`src/rtl/uart_rx_ctrl_pkg.sv`:
```
`default_nettype none
// +----------------------------------------------------------------------------+
// | Module      : uart_rx_ctrl_pkg                                             |
// | Description : Shared types and constants for the UART receive sequencer.  |
// | Revision    : 1.0 - initial release                                        |
// +----------------------------------------------------------------------------+
package uart_rx_ctrl_pkg;

    typedef enum logic [2:0] {
        ST_IDLE   = 3'd0,
        ST_START  = 3'd1,
        ST_DATA   = 3'd2,
        ST_PARITY = 3'd3,
        ST_STOP   = 3'd4
    } rx_state_e;

    typedef enum logic [1:0] {
        CNT_HOLD = 2'd0,
        CNT_LOAD = 2'd1,
        CNT_INC  = 2'd2
    } cnt_mode_e;

    // Oversampling tick counts: mid start bit, last tick of a full bit period.
    localparam int START_MID = 7;
    localparam int BIT_LAST  = 15;

    // Maps a counter mode onto the {en, en_count} pair of the counter register.
    function automatic logic [1:0] cnt_drive(input cnt_mode_e mode);
        logic [1:0] drv;
        drv = 2'b00;
        case (mode)
            CNT_LOAD: drv = 2'b10;
            CNT_INC:  drv = 2'b11;
            default:  drv = 2'b00;
        endcase
        return drv;
    endfunction

endpackage
`default_nettype wire

```
`src/rtl/uart_rx_ctrl_if.sv`:
```
`default_nettype none
// +----------------------------------------------------------------------------+
// | Module      : uart_rx_ctrl_if                                              |
// | Description : Counter-register handshake and received-word outputs.       |
// | Revision    : 1.0 - initial release                                        |
// +----------------------------------------------------------------------------+
interface uart_rx_ctrl_if #(
    parameter int CNT_W = 8,
    parameter int DBIT  = 8
);
    logic             cnt_en;
    logic             cnt_en_count;
    logic [CNT_W-1:0] cnt_d;
    logic [CNT_W-1:0] cnt_q;
    logic [DBIT-1:0]  dout;
    logic             rx_done_tick;
    logic             frame_err;
    logic             parity_err;

    modport master (
        input  cnt_q,
        output cnt_en, cnt_en_count, cnt_d,
        output dout, rx_done_tick, frame_err, parity_err
    );

    modport slave (
        output cnt_q,
        input  cnt_en, cnt_en_count, cnt_d,
        input  dout, rx_done_tick, frame_err, parity_err
    );
endinterface
`default_nettype wire

```
`src/rtl/uart_rx_ctrl_rx_sync.sv`:
```
`default_nettype none
// +----------------------------------------------------------------------------+
// | Module      : rx_sync                                                      |
// | Description : Two-flop synchronizer for the serial line, resets to idle.  |
// | Revision    : 1.0 - initial release                                        |
// +----------------------------------------------------------------------------+
module rx_sync (
    input  wire logic clk,
    input  wire logic rst,
    input  wire logic d,
    output logic      q
);
    logic [1:0] sync_q;
    logic [1:0] sync_d;

    always_comb begin
        sync_d = {sync_q[0], d};
    end

    always_ff @(posedge clk or negedge rst) begin
        if (!rst) begin
            sync_q <= 2'b11;
        end else begin
            sync_q <= sync_d;
        end
    end

    assign q = sync_q[1];
endmodule
`default_nettype wire

```
`src/rtl/uart_rx_ctrl.sv`:
```
`default_nettype none
// +----------------------------------------------------------------------------+
// | Module      : uart_rx_ctrl                                                 |
// | Description : 16x oversampled UART receive sequencer driving an external  |
// |               loadable counter. Optional parity: UART_PARITY_EN.           |
// | Revision    : 1.0 - initial release                                        |
// +----------------------------------------------------------------------------+
module uart_rx_ctrl
    import uart_rx_ctrl_pkg::*;
#(
    parameter int DBIT    = 8,
    parameter int SB_TICK = 16,
    parameter int CNT_W   = 8,
    parameter int PAR_ODD = 0
) (
    input  wire logic      clk,
    input  wire logic      rst,
    input  wire logic      rx,
    input  wire logic      s_tick,
    uart_rx_ctrl_if.master bus
);
    localparam int               N_W      = $clog2(DBIT);
    localparam logic [N_W-1:0]   N_LAST   = N_W'(DBIT - 1);
    localparam logic [CNT_W-1:0] CNT_MID  = CNT_W'(START_MID);
    localparam logic [CNT_W-1:0] CNT_LAST = CNT_W'(BIT_LAST);
    localparam logic [CNT_W-1:0] CNT_STOP = CNT_W'(SB_TICK - 1);

    logic            rx_s;
    rx_state_e       state_q, state_d;
    logic [N_W-1:0]  n_q, n_d;
    logic [DBIT-1:0] shift_q, shift_d;
    logic [DBIT-1:0] dout_q, dout_d;
    logic            done_q, done_d;
    logic            ferr_q, ferr_d;
    cnt_mode_e       mode;

`ifdef UART_PARITY_EN
    localparam logic PAR_SENSE = (PAR_ODD != 0);
    logic par_q, par_d;
    logic perr_q, perr_d;
`endif

    rx_sync u_rx_sync (
        .clk (clk),
        .rst (rst),
        .d   (rx),
        .q   (rx_s)
    );

    always_comb begin
        state_d = state_q;
        n_d     = n_q;
        shift_d = shift_q;
        dout_d  = dout_q;
        ferr_d  = ferr_q;
        done_d  = 1'b0;
        mode    = CNT_HOLD;
`ifdef UART_PARITY_EN
        par_d   = par_q;
        perr_d  = perr_q;
`endif
        case (state_q)
            ST_IDLE: begin
                if (!rx_s) begin
                    mode    = CNT_LOAD;
                    state_d = ST_START;
                end
            end
            ST_START: begin
                if (s_tick) begin
                    if (bus.cnt_q == CNT_MID) begin
                        if (!rx_s) begin
                            mode    = CNT_LOAD;
                            n_d     = '0;
                            state_d = ST_DATA;
                        end else begin
                            state_d = ST_IDLE;
                        end
                    end else begin
                        mode = CNT_INC;
                    end
                end
            end
            ST_DATA: begin
                if (s_tick) begin
                    if (bus.cnt_q == CNT_LAST) begin
                        mode    = CNT_LOAD;
                        shift_d = {rx_s, shift_q[DBIT-1:1]};
                        if (n_q == N_LAST) begin
`ifdef UART_PARITY_EN
                            state_d = ST_PARITY;
`else
                            state_d = ST_STOP;
`endif
                        end else begin
                            n_d = n_q + N_W'(1);
                        end
                    end else begin
                        mode = CNT_INC;
                    end
                end
            end
`ifdef UART_PARITY_EN
            ST_PARITY: begin
                if (s_tick) begin
                    if (bus.cnt_q == CNT_LAST) begin
                        mode    = CNT_LOAD;
                        par_d   = rx_s;
                        state_d = ST_STOP;
                    end else begin
                        mode = CNT_INC;
                    end
                end
            end
`endif
            ST_STOP: begin
                if (s_tick) begin
                    if (bus.cnt_q == CNT_STOP) begin
                        dout_d  = shift_q;
                        ferr_d  = ~rx_s;
                        done_d  = 1'b1;
`ifdef UART_PARITY_EN
                        perr_d  = (^shift_q) ^ par_q ^ PAR_SENSE;
`endif
                        state_d = ST_IDLE;
                    end else begin
                        mode = CNT_INC;
                    end
                end
            end
            default: begin
                state_d = ST_IDLE;
            end
        endcase
    end

    always_ff @(posedge clk or negedge rst) begin
        if (!rst) begin
            state_q <= ST_IDLE;
            n_q     <= '0;
            shift_q <= '0;
            dout_q  <= '0;
            done_q  <= 1'b0;
            ferr_q  <= 1'b0;
`ifdef UART_PARITY_EN
            par_q   <= 1'b0;
            perr_q  <= 1'b0;
`endif
        end else begin
            state_q <= state_d;
            n_q     <= n_d;
            shift_q <= shift_d;
            dout_q  <= dout_d;
            done_q  <= done_d;
            ferr_q  <= ferr_d;
`ifdef UART_PARITY_EN
            par_q   <= par_d;
            perr_q  <= perr_d;
`endif
        end
    end

    assign {bus.cnt_en, bus.cnt_en_count} = cnt_drive(mode);
    assign bus.cnt_d        = '0;
    assign bus.dout         = dout_q;
    assign bus.rx_done_tick = done_q;
    assign bus.frame_err    = ferr_q;
`ifdef UART_PARITY_EN
    assign bus.parity_err   = perr_q;
`else
    assign bus.parity_err   = 1'b0;
`endif

endmodule
`default_nettype wire

```
`src/flat_wrapper.sv`:
```
// flat-port wrapper written by rule: the top's interface ports become plain ports
module uart_rx_ctrl_flat import uart_rx_ctrl_pkg::*;
#(
    parameter int DBIT    = 8,
    parameter int SB_TICK = 16,
    parameter int CNT_W   = 8,
    parameter int PAR_ODD = 0
)
  (clk, rst, rx, s_tick, bus_cnt_q, bus_cnt_en, bus_cnt_en_count, bus_cnt_d, bus_dout, bus_rx_done_tick, bus_frame_err, bus_parity_err);
  uart_rx_ctrl_if #(.CNT_W(CNT_W), .DBIT(DBIT)) bus_i ();
  input  wire logic clk;
  input  wire logic rst;
  input  wire logic rx;
  input  wire logic s_tick;
  input wire logic [$bits(bus_i.cnt_q)-1:0] bus_cnt_q;
  output wire logic [$bits(bus_i.cnt_en)-1:0] bus_cnt_en;
  output wire logic [$bits(bus_i.cnt_en_count)-1:0] bus_cnt_en_count;
  output wire logic [$bits(bus_i.cnt_d)-1:0] bus_cnt_d;
  output wire logic [$bits(bus_i.dout)-1:0] bus_dout;
  output wire logic [$bits(bus_i.rx_done_tick)-1:0] bus_rx_done_tick;
  output wire logic [$bits(bus_i.frame_err)-1:0] bus_frame_err;
  output wire logic [$bits(bus_i.parity_err)-1:0] bus_parity_err;
  assign bus_i.cnt_q = bus_cnt_q;
  assign bus_cnt_en = bus_i.cnt_en;
  assign bus_cnt_en_count = bus_i.cnt_en_count;
  assign bus_cnt_d = bus_i.cnt_d;
  assign bus_dout = bus_i.dout;
  assign bus_rx_done_tick = bus_i.rx_done_tick;
  assign bus_frame_err = bus_i.frame_err;
  assign bus_parity_err = bus_i.parity_err;
  uart_rx_ctrl #(.DBIT(DBIT), .SB_TICK(SB_TICK), .CNT_W(CNT_W), .PAR_ODD(PAR_ODD)) u_core (.clk(clk), .rst(rst), .rx(rx), .s_tick(s_tick), .bus(bus_i));
endmodule
```
`config.mk`:
```
export PLATFORM = sky130hd
export DESIGN_NAME = uart_rx_ctrl_flat
export DESIGN_NICKNAME = d
export VERILOG_FILES = /design/src/rtl/uart_rx_ctrl_pkg.sv /design/src/rtl/uart_rx_ctrl_if.sv /design/src/rtl/uart_rx_ctrl_rx_sync.sv /design/src/rtl/uart_rx_ctrl.sv /design/src/flat_wrapper.sv
export SDC_FILE = /design/constraint.sdc
export NUM_CORES = 1
export LEC_CHECK = 0
export ABC_AREA = 1
export ABC_CLOCK_PERIOD_IN_PS = 2000
export CAP_MARGIN = 0
export CORE_UTILIZATION = 44
export DETAILED_ROUTE_END_ITERATION = 6
export HOLD_SLACK_MARGIN = 0.02
export PLACE_DENSITY = 0.75
export SETUP_SLACK_MARGIN = 0.3
export SYNTH_ARGS = -nofsm -noshare
export SYNTH_HDL_FRONTEND = slang
export SYNTH_HIERARCHICAL = 1
export SYNTH_SLANG_ARGS = --single-unit
```
`constraint.sdc`:
```
create_clock -name clk -period 2 [get_ports clk]
set_clock_uncertainty 0.1 [all_clocks]
set_input_delay 0.4 -clock clk [delete_from_list [all_inputs] [get_ports clk]]
set_output_delay 0.4 -clock clk [all_outputs]
set_load 0.005 [all_outputs]
```
==> impl.org <==
** Worst setup path
- In this run the worst path has a maximum fanout of 2.
- The signal on the critical path passes through dlygate4sd2_1 -> inv_1 -> nand2_1 -> nor2_2 -> nand2_2 -> o21ai_1 -> a31oi_1 -> ha_1 -> inv_1 -> buf_2.
- Required time at the worst-slack endpoint :: about 1.5 ns
- Arrival time of the worst setup path :: 1.69 ns
- The worst setup path is launched from an input port.
- Category of the most critical setup path :: input port to primary output
- Among all stages on the critical path, the largest delay is contributed by sky130_fd_sc_hd__ha_1.
- Kind of cell adding the most delay to the critical path :: buffers and inverters
- Cell occurring most often along the worst timing path :: sky130_fd_sc_hd__inv_1
- Critical Path Sink Type :: primary output
- For this run, the slowest stage of the critical path takes 0.27 ns.
- Crit path buf inv count :: 4

** GRT
- The via count of the first global-routing pass is between 1000 and 1500.
- Global routing consumed, on the met1 layer, 28.4% of the routing resources.
- For this run the aggregate overflow at the end of global routing stands at 0.
- Maximum number of pins on one net before global-route repair :: 27
- The first global-routing pass estimated 5.55 mm of wire.
- The layer flagged by global routing as most heavily used is met2.
- The initial antenna violation count came to 0.
- In the global route stage, overall resource usage came out at 22.0%.
- For this run, global-route usage on met3 was measured as around 5%.
- Met2 layer usage reported by global route :: 38.6%

** Floorplanning
- From left edge to right edge, the die measures 57.8 um.
- The initial utilization of the core area, before any placement, comes to 48.0%.
- Die footprint :: about 3300 um^2
- The floorplan has 19 rows.
- Core region area :: 2850 um^2
- Io pins :: 33
- From bottom edge to top edge, the die measures 57.8 um.

** Final layout
- Leaving out fill and tap cells, the most frequent cells in the layout are sky130_fd_sc_hd__nand2_1, sky130_fd_sc_hd__buf_4, sky130_fd_sc_hd__dfrtp_1.
- Most frequent standard cell in the layout excluding fill and tap cells :: sky130_fd_sc_hd__nand2_1
- Of the cells placed in the final design, the portion with a size suffix greater than 1 is 46.0%.
- Cells fill 76.9% of the core in the end.
- Fill cell total of the finished layout :: 183
- Area growth from synthesis to layout :: 60.2%
- ANT cells :: 0
- Final standard cell count with taps included and fillers excluded :: 266
- Final Net Count :: 251

** Clocking
- Clock latency on the worst-skew pair :: 0.31 ns
- Root buf cell :: sky130_fd_sc_hd__clkbuf_4
- After clock tree synthesis, the clock-pin slew on the worst setup and hold paths is 0.13 ns.
- The tree built by TritonCTS fans out to 26 sinks.
- CTS built an H-tree with a depth of 1.
- Inserted Clock Buffers :: 3
- CTS tree :: yes
- In this run, post-CTS hold repair placed 0 buffers.
- No sink is reached through more buffers than the 2 on the longest clock path.

** Hold path
- The path class of the tightest hold or removal check is register to register.

** Timing
- The number of hold violations in the final report is 0.
- Fin crit period :: 2.19 ns
- Setup repair after global routing could not meet its margin everywhere.
- The final critical path takes up 109% of the cycle.
- Setup-failing EPs final :: 4
- Final Max Slew Viols :: 0
- Slack of the critical path :: -0.190 ns
- The tightest hold path in the finished design has a slack of 0.271 ns.
- Timing would allow up to 457 MHz.

** Logic synthesis
- Register area share after synthesis :: 47.7%
- In this run, synthesis produced a sequential element count of 26.
- Post-synthesis cell area :: 1370 um^2
- Avg Cell Area, Syn :: 8.20 um^2
- Warnings from Yosys :: 6
- Gate count after technology mapping :: between 150 and 200
- The synthesized netlist contains 23 unique library cells.

** Power
- In this run switching power makes up 36.6% of total power.
- VDD sags by at most 0.000585 V.
- Net switching power :: slightly below 600 uW
- Portion of total power attributed to combinational logic :: 46.4%
- Internal cell power :: just over 1000 uW
- Per report_power, the clock group accounts for 16.1% of the total.
- Leakage dissipation :: approximately 0.0013 uW
- Share of power burned in registers :: between 30% and 40%
- In this run the power density over the cells is between 700 and 800 nW/um^2.
- Design Power :: roughly 1600 uW

** Route
- In the routed layout, each cell is associated on average with a via count of 4.97.
- Wire length per cell after detailed routing :: approximately 14 um
- Violation count after the first detailed-route iteration :: 47
- Final routed DRC violation total :: 2
- Total wirelength of the detailed-routed design :: 3.68 mm
- Summing over every cut layer, the via total after detailed routing is 1321.
- DRT Pass-1 Iters :: 7
- Antenna violation net count after detailed routing :: 0

** Placed design
- The wire-length estimate of the detail-placed layout is approximately 2.0 mm.
- Routability cong. :: 0.811
- Dpl cells :: 233
- During placement, the flow inserted port buffers numbering 23.

** Run status
- The checks that failed: DRC, setup timing.
- The run finished, with violations left.

** Job
- Max-cap violations in this run came to 0.
==> cell usage after synthesis, drive strengths merged <==
| cell type | number | area [um^2] |
|---|---|---|
| a21oi | 1 | 5.00 |
| a31oi | 1 | 6.26 |
| buf | 11 | 90.1 |
| conb | 1 | 3.75 |
| dfrtp | 24 | 601 |
| dfstp | 2 | 52.6 |
| ha | 3 | 37.5 |
| inv | 28 | 105 |
| nand2 | 52 | 210 |
| nand3 | 13 | 82.6 |
| nand4 | 1 | 6.26 |
| nor2 | 10 | 47.6 |
| nor3 | 1 | 16.3 |
| o21ai | 19 | 106 |
==> through the flow <==
| step | setup slack, ns | cell area [um^2] | setup TNS [ns] |
|---|---|---|---|
| after floorplan | 0.0284 | 1430 | 0 |
| after global placement | -0.853 | 1720 | -2.19 |
| after detailed placement | -0.868 | 1720 | -2.76 |
| after CTS | -0.179 | 1990 | -0.318 |
| after global routing | -0.286 | 2190 | -0.643 |
| final | -0.190 | 2190 | -0.262 |
==> kinds of logic after synthesis <==
group	count (synthesis)	synth area share, %
compound gates	21	8.59
other cells	1	0.274
simple gates	77	26.5
flops	26	47.7
fa+ha+maj	3	2.74
buf+inv	39	14.2
==> per-layer routing <==
| metal | vias to the layer above | wire [um] |
|---|---|---|
| li1 | 644 | - |
| met2 | 42 | 1930 |
| met3 | 8 | 160 |
| met5 | - | 0 |
| met1 | 627 | 1520 |
| met4 | 0 | 65 |
==> power by group through the flow <==
stage	Clock, uW	Combinational (uW)	Sequential, uW
after floorplan	0	284	606
after global placement	0	503	607
after detailed placement	0	514	609
after CTS	268	541	599
after global routing	289	831	607
final	259	747	603
==> sequential cells by signal (all words and copies together) (netlist names) <==
| name | flops |
|---|---|
| u_core/bus.dout | 8 |
| u_core/bus.frame_err | 1 |
| u_core/bus.rx_done_tick | 1 |
| u_core/n_q | 3 |
| u_core/shift_q | 8 |
| u_core/state_q | 3 |
| u_core/u_rx_sync/sync_q | 2 |
==> final timing paths <==
| path | depth (start not counted) | from | end | slack [ns] |
|---|---|---|---|---|
| worst max register to register | 11 | u_core/state_q[0] | u_core/n_q[0] | 0.30 |
| worst max-delay path | 10 | bus_cnt_q[5] | bus_cnt_en | -0.19 |
| worst min register to register | 0 | u_core/u_rx_sync/sync_q[0] | u_core/u_rx_sync/sync_q[1] | 0.27 |
| min in group asynchronous | 2 | rst | u_core/bus.dout[0] | 0.32 |
| worst min-delay path | 0 | u_core/u_rx_sync/sync_q[0] | u_core/u_rx_sync/sync_q[1] | 0.27 |
| max in group asynchronous | 2 | rst | u_core/u_rx_sync/sync_q[0] | 1.18 |
==> area by class of cell <==
| class | instances | area, um^2 | area share (%) |
|---|---|---|---|
| inverter | 28 | 130 | 5.93 |
| clock buffer | 4 | 36.3 | 1.65 |
| tap | 31 | 38.8 | 1.77 |
| timing repair buffer | 65 | 606 | 27.6 |
| sequential | 26 | 654 | 29.8 |
| multi-input combinational | 112 | 729 | 33.2 |
==> timing repair <==
action	CTS	global route
pin swaps	24	27
resized for setup	67	44
setup endpoints to repair	15	21
cloned	2	0
setup buffers	17	10
Note: power is estimated with default switching activity, not from simulation.
